===== src/rtl/flag_filt_pkg.sv =====
// Shared types and constants for the flag debounce / event-count path.
package flag_filt_pkg;

   typedef enum logic [1:0] {
      StLow,
      StRiseChk,
      StHigh,
      StFallChk
   } filt_state_e;

   localparam int unsigned SyncStagesDef = 2;
   localparam int unsigned StableCycDef  = 4;
   localparam int unsigned CntWDef       = 8;

   // All-ones value of a w-bit counter; 64-bit so w = 32 does not overflow.
   function automatic logic [63:0] SAT_MAX(input int unsigned w);
      return (64'd1 << w) - 64'd1;
   endfunction

endpackage


===== src/rtl/bit_sync.sv =====
// Plain flop-chain synchroniser for a single asynchronous bit, cleared by a synchronous reset.
module bit_sync #(
   parameter int unsigned STAGES = 2
) (
   input  logic clk,
   input  logic rst,
   input  logic d,
   output logic q
);

   logic [STAGES-1:0] chain_q;

   always_ff @(posedge clk) begin
      if (rst) begin
         chain_q <= '0;
      end else begin
         chain_q <= {chain_q[STAGES-2:0], d};
      end
   end

   assign q = chain_q[STAGES-1];

endmodule


===== src/rtl/flag_debounce_counter.sv =====
// Synchronises and debounces the glitchy hazard flag, then counts and hands off its rise events.
import flag_filt_pkg::*;

module flag_debounce_counter #(
   parameter int unsigned SYNC_STAGES = SyncStagesDef,
   parameter int unsigned STABLE_CYC  = StableCycDef,
   parameter int unsigned CNT_W       = CntWDef
) (
   input  logic             clk,
   input  logic             rst,
   input  logic             flag_in,
   output logic             flag_clean,
   output logic             rise_pulse,
   output logic             evt_valid,
   input  logic             evt_ready,
   output logic [CNT_W-1:0] evt_count,
   output logic             evt_overflow,
   input  logic             cnt_clr
);

   localparam int unsigned      StabW   = $clog2(STABLE_CYC + 1);
   localparam logic [StabW-1:0] StabMax = StabW'(STABLE_CYC);
   localparam logic [StabW-1:0] StabOne = StabW'(1);
   localparam logic [CNT_W-1:0] CntMax  = CNT_W'(SAT_MAX(CNT_W));
   localparam logic [CNT_W-1:0] CntOne  = CNT_W'(1);

   logic             flag_s;
   filt_state_e      state_q;
   logic [StabW-1:0] stab_q;
   logic [StabW-1:0] stab_inc;

   bit_sync #(
      .STAGES(SYNC_STAGES)
   ) u_sync (
      .clk(clk),
      .rst(rst),
      .d  (flag_in),
      .q  (flag_s)
   );

   assign stab_inc = stab_q + StabOne;

   // The edge that completes the stability window also updates flag_clean and rise_pulse,
   // so both outputs are registered alongside the state.
   always_ff @(posedge clk) begin
      if (rst) begin
         state_q    <= StLow;
         stab_q     <= '0;
         flag_clean <= 1'b0;
         rise_pulse <= 1'b0;
      end else begin
         rise_pulse <= 1'b0;
         case (state_q)
            StLow: begin
               if (flag_s) begin
                  if (STABLE_CYC == 1) begin
                     state_q    <= StHigh;
                     stab_q     <= '0;
                     flag_clean <= 1'b1;
                     rise_pulse <= 1'b1;
                  end else begin
                     state_q <= StRiseChk;
                     stab_q  <= StabOne;
                  end
               end
            end
            StRiseChk: begin
               if (!flag_s) begin
                  state_q <= StLow;
                  stab_q  <= '0;
               end else if (stab_inc == StabMax) begin
                  state_q    <= StHigh;
                  stab_q     <= '0;
                  flag_clean <= 1'b1;
                  rise_pulse <= 1'b1;
               end else begin
                  stab_q <= stab_inc;
               end
            end
            StHigh: begin
               if (!flag_s) begin
                  if (STABLE_CYC == 1) begin
                     state_q    <= StLow;
                     stab_q     <= '0;
                     flag_clean <= 1'b0;
                  end else begin
                     state_q <= StFallChk;
                     stab_q  <= StabOne;
                  end
               end
            end
            StFallChk: begin
               if (flag_s) begin
                  state_q <= StHigh;
                  stab_q  <= '0;
               end else if (stab_inc == StabMax) begin
                  state_q    <= StLow;
                  stab_q     <= '0;
                  flag_clean <= 1'b0;
               end else begin
                  stab_q <= stab_inc;
               end
            end
            default: begin
               state_q    <= StLow;
               stab_q     <= '0;
               flag_clean <= 1'b0;
            end
         endcase
      end
   end

   // A clear coincident with a rise keeps that rise, so the count restarts at one.
   always_ff @(posedge clk) begin
      if (rst) begin
         evt_count    <= '0;
         evt_overflow <= 1'b0;
      end else if (cnt_clr) begin
         evt_count    <= rise_pulse ? CntOne : '0;
         evt_overflow <= 1'b0;
      end else if (rise_pulse) begin
         if (evt_count == CntMax) begin
            evt_overflow <= 1'b1;
         end else begin
            evt_count <= evt_count + CntOne;
         end
      end
   end

   // Pending rises coalesce into one valid; a fresh rise outranks an acknowledge.
   always_ff @(posedge clk) begin
      if (rst) begin
         evt_valid <= 1'b0;
      end else if (rise_pulse) begin
         evt_valid <= 1'b1;
      end else if (evt_valid && evt_ready) begin
         evt_valid <= 1'b0;
      end
   end

endmodule

===== config.mk =====
export PLATFORM = sky130hd
export DESIGN_NAME = flag_debounce_counter
export DESIGN_NICKNAME = d
export VERILOG_FILES = /design/src/rtl/flag_filt_pkg.sv /design/src/rtl/bit_sync.sv /design/src/rtl/flag_debounce_counter.sv
export SDC_FILE = /design/constraint.sdc
export NUM_CORES = 1
export LEC_CHECK = 0
export BUFFER_PORTS_ARGS = -buffer_cell sky130_fd_sc_hd__buf_2
export CORE_ASPECT_RATIO = 1.2
export CORE_MARGIN = 8
export CORE_UTILIZATION = 30
export CTS_CLUSTER_DIAMETER = 50
export DETAILED_ROUTE_END_ITERATION = 16
export GPL_ROUTABILITY_DRIVEN = 0
export GPL_TIMING_DRIVEN = 0
export MAX_ROUTING_LAYER = met4
export PLACE_DENSITY = 0.59
export SETUP_SLACK_MARGIN = 0.02
export SLEW_MARGIN = 20
export SYNTH_ARGS = -nofsm -noshare
export SYNTH_HDL_FRONTEND = slang
export SYNTH_SLANG_ARGS = --single-unit

===== constraint.sdc =====
create_clock -name clk -period 1.6 [get_ports clk]
set_input_delay 0.16 -clock clk [delete_from_list [all_inputs] [get_ports clk]]
set_output_delay 0.16 -clock clk [all_outputs]
set_load 0.01 [all_outputs]

Word level (Yosys, flattened, before mapping)
Index checks and enable logic that the tools add are counted.

cells by class
  add/subtract/negate cells = 2
  multipliers = 0
  divide/modulo/power cells = 0
  order comparisons = 0
  equal/unequal tests = 14
  shifts and indexed selects = 0
  multiplexer cells = 25
  bitwise gates (word level) = 2
  reductions and logical operators = 12

operator list
  cell                                                                      number
  8-bit two-way mux                                                         3
  3-bit two-way mux                                                         5
  2-bit two-way mux                                                         6
  3-bit case mux with 4 select lines                                        1
  2-bit inequality test (second input constant)                             5
  8-bit by 1-bit adder with 8-bit output (second input constant)            1
  8-bit == test (second input constant)                                     1
  1-bit two-way mux                                                         8
  2-bit case mux with 4 select lines                                        1
  2-bit AND reduction                                                       3
  2-bit nonzero test                                                        3
  5-bit AND reduction                                                       1
  2-bit == test (second input constant)                                     2
  2-bit by 1-bit inequality test with 1-bit output (second input constant)  2
  4-bit AND reduction                                                       1
  3-bit by 1-bit adder with 3-bit output (second input constant)            1
  3-bit == test (second input constant)                                     1
  3-bit by 2-bit inequality test with 1-bit output (second input constant)  1
  3-bit inequality test (second input constant)                             1
  3-bit OR reduction                                                        1
  2-bit by 1-bit == test with 1-bit output (second input constant)          1
  2-bit logical NOT                                                         1
  1-bit NOT                                                                 2
  1-bit case mux with 2 select lines                                        1
  2 further kinds                                                           2

storage, ports and cells
  register bits after elaboration = 19
  latch bits = 0
  bits in writable memories = 0
  bits in read-only memories = 0
  word-level logic and storage cells = 63
  memories kept = 0

Longest topological paths before layout
  depth after elaboration = 5
  depth in mapped cells = 5
  depth with buffers taken out = 5

By module
A second synthesis with hierarchy kept.

second synthesis, totals
  cells, all modules = 95
  area, all modules = 877.1 µm²

modules (own cells, without submodules)
  module                 instances  cells an instance  area each (µm²)  sequential area each (µm²)
  flag_debounce_counter  1          91                 824.5            340.3
  bit_sync               1          4                  52.6             40.0

Worst setup path before layout
No wires, ideal clock.

  path kind = register to register
  start point = reg evt_count[0]
  end point = reg evt_count[0]
  setup time = 0.074 ns
  arrival = 1.278 ns
  data required time = 1.526 ns
  setup slack = 0.248 ns
  stages on the path, launching flop included = 5
  path buffers = 0
  clock period less this slack = 1.352 ns
  cells stage by stage = dfxtp_1 ha_1 and3_1 a211o_2 a31oi_1

on the way
  longest elaborated chain between the ends = 4
  elaborated cells between the ends (all ways) = 7
  those cells by class = 1 x add/sub; 2 x eq/ne; 3 x mux; 1 x reduce/logical

ends and longest elaborated chain
  element                                 RTL line                      text
  from (decl)                             flag_debounce_counter.sv:16   output logic [CNT_W-1:0] evt_count,
  from (signal assigned)                  flag_debounce_counter.sv:119  evt_count <= rise_pulse ? CntOne : '0;
  from (signal assigned)                  flag_debounce_counter.sv:125  evt_count <= evt_count + CntOne;
  8-bit by 1-bit adder with 8-bit output  flag_debounce_counter.sv:125
  8-bit two-way mux                       flag_debounce_counter.sv:122  if (evt_count == CntMax) begin
  8-bit two-way mux                       flag_debounce_counter.sv:121  end else if (rise_pulse) begin
  8-bit two-way mux                       flag_debounce_counter.sv:118  end else if (cnt_clr) begin

Several ways; a longest one is shown, not always the timed one. The select of a mux whose other input is x is not followed.
A chain may end at the register's enable or synchronous reset.

Worst setup path in the final report
  start point = reg evt_count[0]
  end point = reg evt_count[6]

The elaborated chain is that of the path after synthesis.

==> flow_metrics.env <==
export IMPL_status="completed"
export IMPL_grt_total_usage_pct=7.95
export IMPL_period_minus_slack_ns=1.41
export IMPL_setup_tns_ns=0
export IMPL_drive_gt1_share_pct=23.5
export IMPL_netlist_instances=95
export IMPL_vias=776
export IMPL_finalMaxSlewViolations=0
export IMPL_ys_types=32
export IMPL_clk_latency_ns=0.29
export IMPL_grtUsageMet2_pct=13.4
export IMPL_routed_wl_um=1900
export IMPL_period_share_pct=88.2
export IMPL_grt_max_degree=11
export IMPL_hp_start="rst"
export IMPL_root_buffer="clkbuf_4"
export IMPL_grt_pass1_vias=732
export IMPL_fin_area_um2=1030
export IMPL_hold_buffers=0
export IMPL_yosys_top_cells_count="dfxtp_1 (19), a21oi_1 (10), nand2_1 (8)"
export IMPL_hold_viol_final=0
export IMPL_reg2reg_depth=4
export IMPL_num_io_pins=17
export IMPL_p_leak_nw=0.408
export IMPL_place_ws_ns=0.156
export IMPL_cts_tree="built"
export IMPL_initial_core_util_pct=31.4
export IMPL_synth_flop_cell="dfxtp_1"
export IMPL_synth_warnings=0
export IMPL_final_nets=125
export IMPL_worstHoldEndpoint="u_sync.chain_q[0]"
export IMPL_grt_pass1_wl_um=3020
export IMPL_r2r_slack_ns=0.19
export IMPL_busiest_layer="met2"
export IMPL_worst_ep_required_time_ns=1.82
export IMPL_dr_pass1_iters=4
export IMPL_whs_path_depth=2
export IMPL_rr_startpoint="evt_count[0]"
export IMPL_setup_violations=0
export IMPL_grt_overflow_total=0
export IMPL_cp_start_kind="flop"
export IMPL_timing_rr_end="evt_count[6]"
export IMPL_cts_buffer_depth=2
export IMPL_die_w_um=65.3
export IMPL_worst_hold_path_type="in -> reg"
export IMPL_dieArea_um2=4910
export IMPL_worst_slack_ns=0.189
export IMPL_cp_max_fo=8
export IMPL_antenna_cells=0
export IMPL_die_height_um=75.1
export IMPL_ys_ff_latch=19
export IMPL_place_area_um2=997
export IMPL_global_route_usage_met1_pct=8.35
export IMPL_cts_buffers=3
export IMPL_ys_async_sr_fraction_pct=0
export IMPL_holdWs_ns=0.0644
export IMPL_worstSetupEndpointType="flop"
export IMPL_worstSetupPathType="reg -> reg"
export IMPL_initialDrtViolationCount=32
export IMPL_met3_usage_pct=2.53
export IMPL_cts_setup_buffers=0
export IMPL_relSlewSlack_pct=72.8
export IMPL_max_cap_viol_count=0
export IMPL_synth_edf_count=0
export IMPL_htree_levels=1
export IMPL_yosysTopAreaCellShare_pct=43.5
export IMPL_seq_area_frac_synth_pct=43.5
export IMPL_powerDensity_nw_per_um2=731
export IMPL_synth_area_leader_cell="dfxtp_1"
export IMPL_areaGrowthSynthToFinish_pct=17.3
export IMPL_wire_per_inst_um=12.8
export IMPL_cts_sinks=19
export IMPL_peakVddDrop_uv=314
export IMPL_dp_hpwl_um=1430
export IMPL_clk_pin_slew_worst_paths_ns=0.10
export IMPL_via_per_inst=5.21
export IMPL_skew_ns=0.00685
export IMPL_max_freq_mhz=709
export IMPL_rsz0062_at_grt="false"
export IMPL_rows=21
export IMPL_tightest_slew_ns=0.408
export IMPL_io_buffers=16
export IMPL_syn_nets=104
export IMPL_syn_area_per_cell_um2=9.21
export IMPL_core_um2=2790
export IMPL_critPathArrivalTime_ns=1.63
export IMPL_ant_nets=0
export IMPL_synth_area_leaders="dfxtp_1 (43%), a21oi_1 (5.7%), ha_1 (5.7%)"
export IMPL_drc=0
export IMPL_synth_most_common_cell="dfxtp_1"
export IMPL_syn_area_um2=875
export IMPL_antenna_found_initial=0
## critical path, cell delays in order (launching register included)
cell      delay [ns]
dfxtp_1         0.45
ha_2            0.30
and3_1          0.24
a41oi_1         0.13
a211oi_1        0.22
## placed cells by master (no fill, tap or decap), drive strengths merged, types with 2 or more instances in the layout
cell type	n
nand2	8
inv	4
a311oi	2
a31oi	4
clkbuf	5
nor3b	2
mux2i	2
nor3	2
dfxtp	19
or3	2
nand4b	2
ha	4
o21ai	2
buf	19
and3	3
and4	2
nand4	2
a21oi	10
nand3	3
a211oi	3
nor2	4
nor2b	3
## flip-flops by register name, indices dropped and copies added (netlist names), named ones only
register and count:
evt_count 8, flag_clean 1, evt_overflow 1, rise_pulse 1
evt_valid 1, u_sync.chain_q 2, stab_q 3, state_q 1
## worst max path at each step
stage | from | endpoint | slack, ns
after detailed placement | evt_count[0] | evt_count[0] | 0.16
after global placement | evt_count[0] | evt_count[6] | 0.14
final | evt_count[0] | evt_count[6] | 0.19
after global routing | evt_count[0] | evt_count[6] | 0.04
after floorplan | evt_count[0] | evt_count[0] | 0.25
after CTS | evt_count[0] | evt_count[0] | 0.12
## repair_timing
| item | in CTS | in global routing |
|---|---|---|
| endpoints found under the hold margin | 0 | 0 |
| gates resized for setup | 0 | 1 |
| endpoints found under the setup margin | 0 | 1 |
## layout make-up
cell class,count,area [um2]
buffer,4,33.8
clock buffer,4,26.3
fill,307,1760
inverter,4,15.0
multi-input combinational,68,448
sequential,19,380
tap,34,42.5
timing repair buffer,16,80.1
## report_power, final
part | total [mW] | leakage (nW) | internal [mW] | switching [mW]
Combinational | 0.0334 | 0.239 | 0.0148 | 0.0186
Clock | 0.232 | 0.0150 | 0.0970 | 0.135
Sequential | 0.484 | 0.154 | 0.479 | 0.00498
Total | 0.750 | 0.408 | 0.591 | 0.158
## stage by stage
| step | power, mW | util [%] | cells |
|---|---|---|---|
| 5_1_grt | 0.787 | 36.8 | 149 |
| 6_report | 0.750 | 36.8 | 149 |
| 3_3_place_gp | 0.528 | 35.8 | 145 |
| 4_1_cts | 0.762 | 36.7 | 149 |
| 3_5_place_dp | 0.530 | 35.8 | 145 |
| 2_1_floorplan | 0.514 | - | 95 |
## routing by layer
| metal | part of all wire (%) | vias up |
|---|---|---|
| met2 | 49 | 22 |
| met4 | 0.68 | 0 |
| met3 | 4.2 | 2 |
| met1 | 46 | 364 |
| met5 | 0 | - |
| li1 | - | 388 |
## cell families after synthesis
logic type | synth area share, %
mux | 2.29
flops | 43.5
compound gates | 18.5
fa+ha+maj | 5.72
buf+inv | 5.58
xor+xnor | 1.00
simple gates | 23.5
No activity file was read; power rests on OpenSTA's default activity.
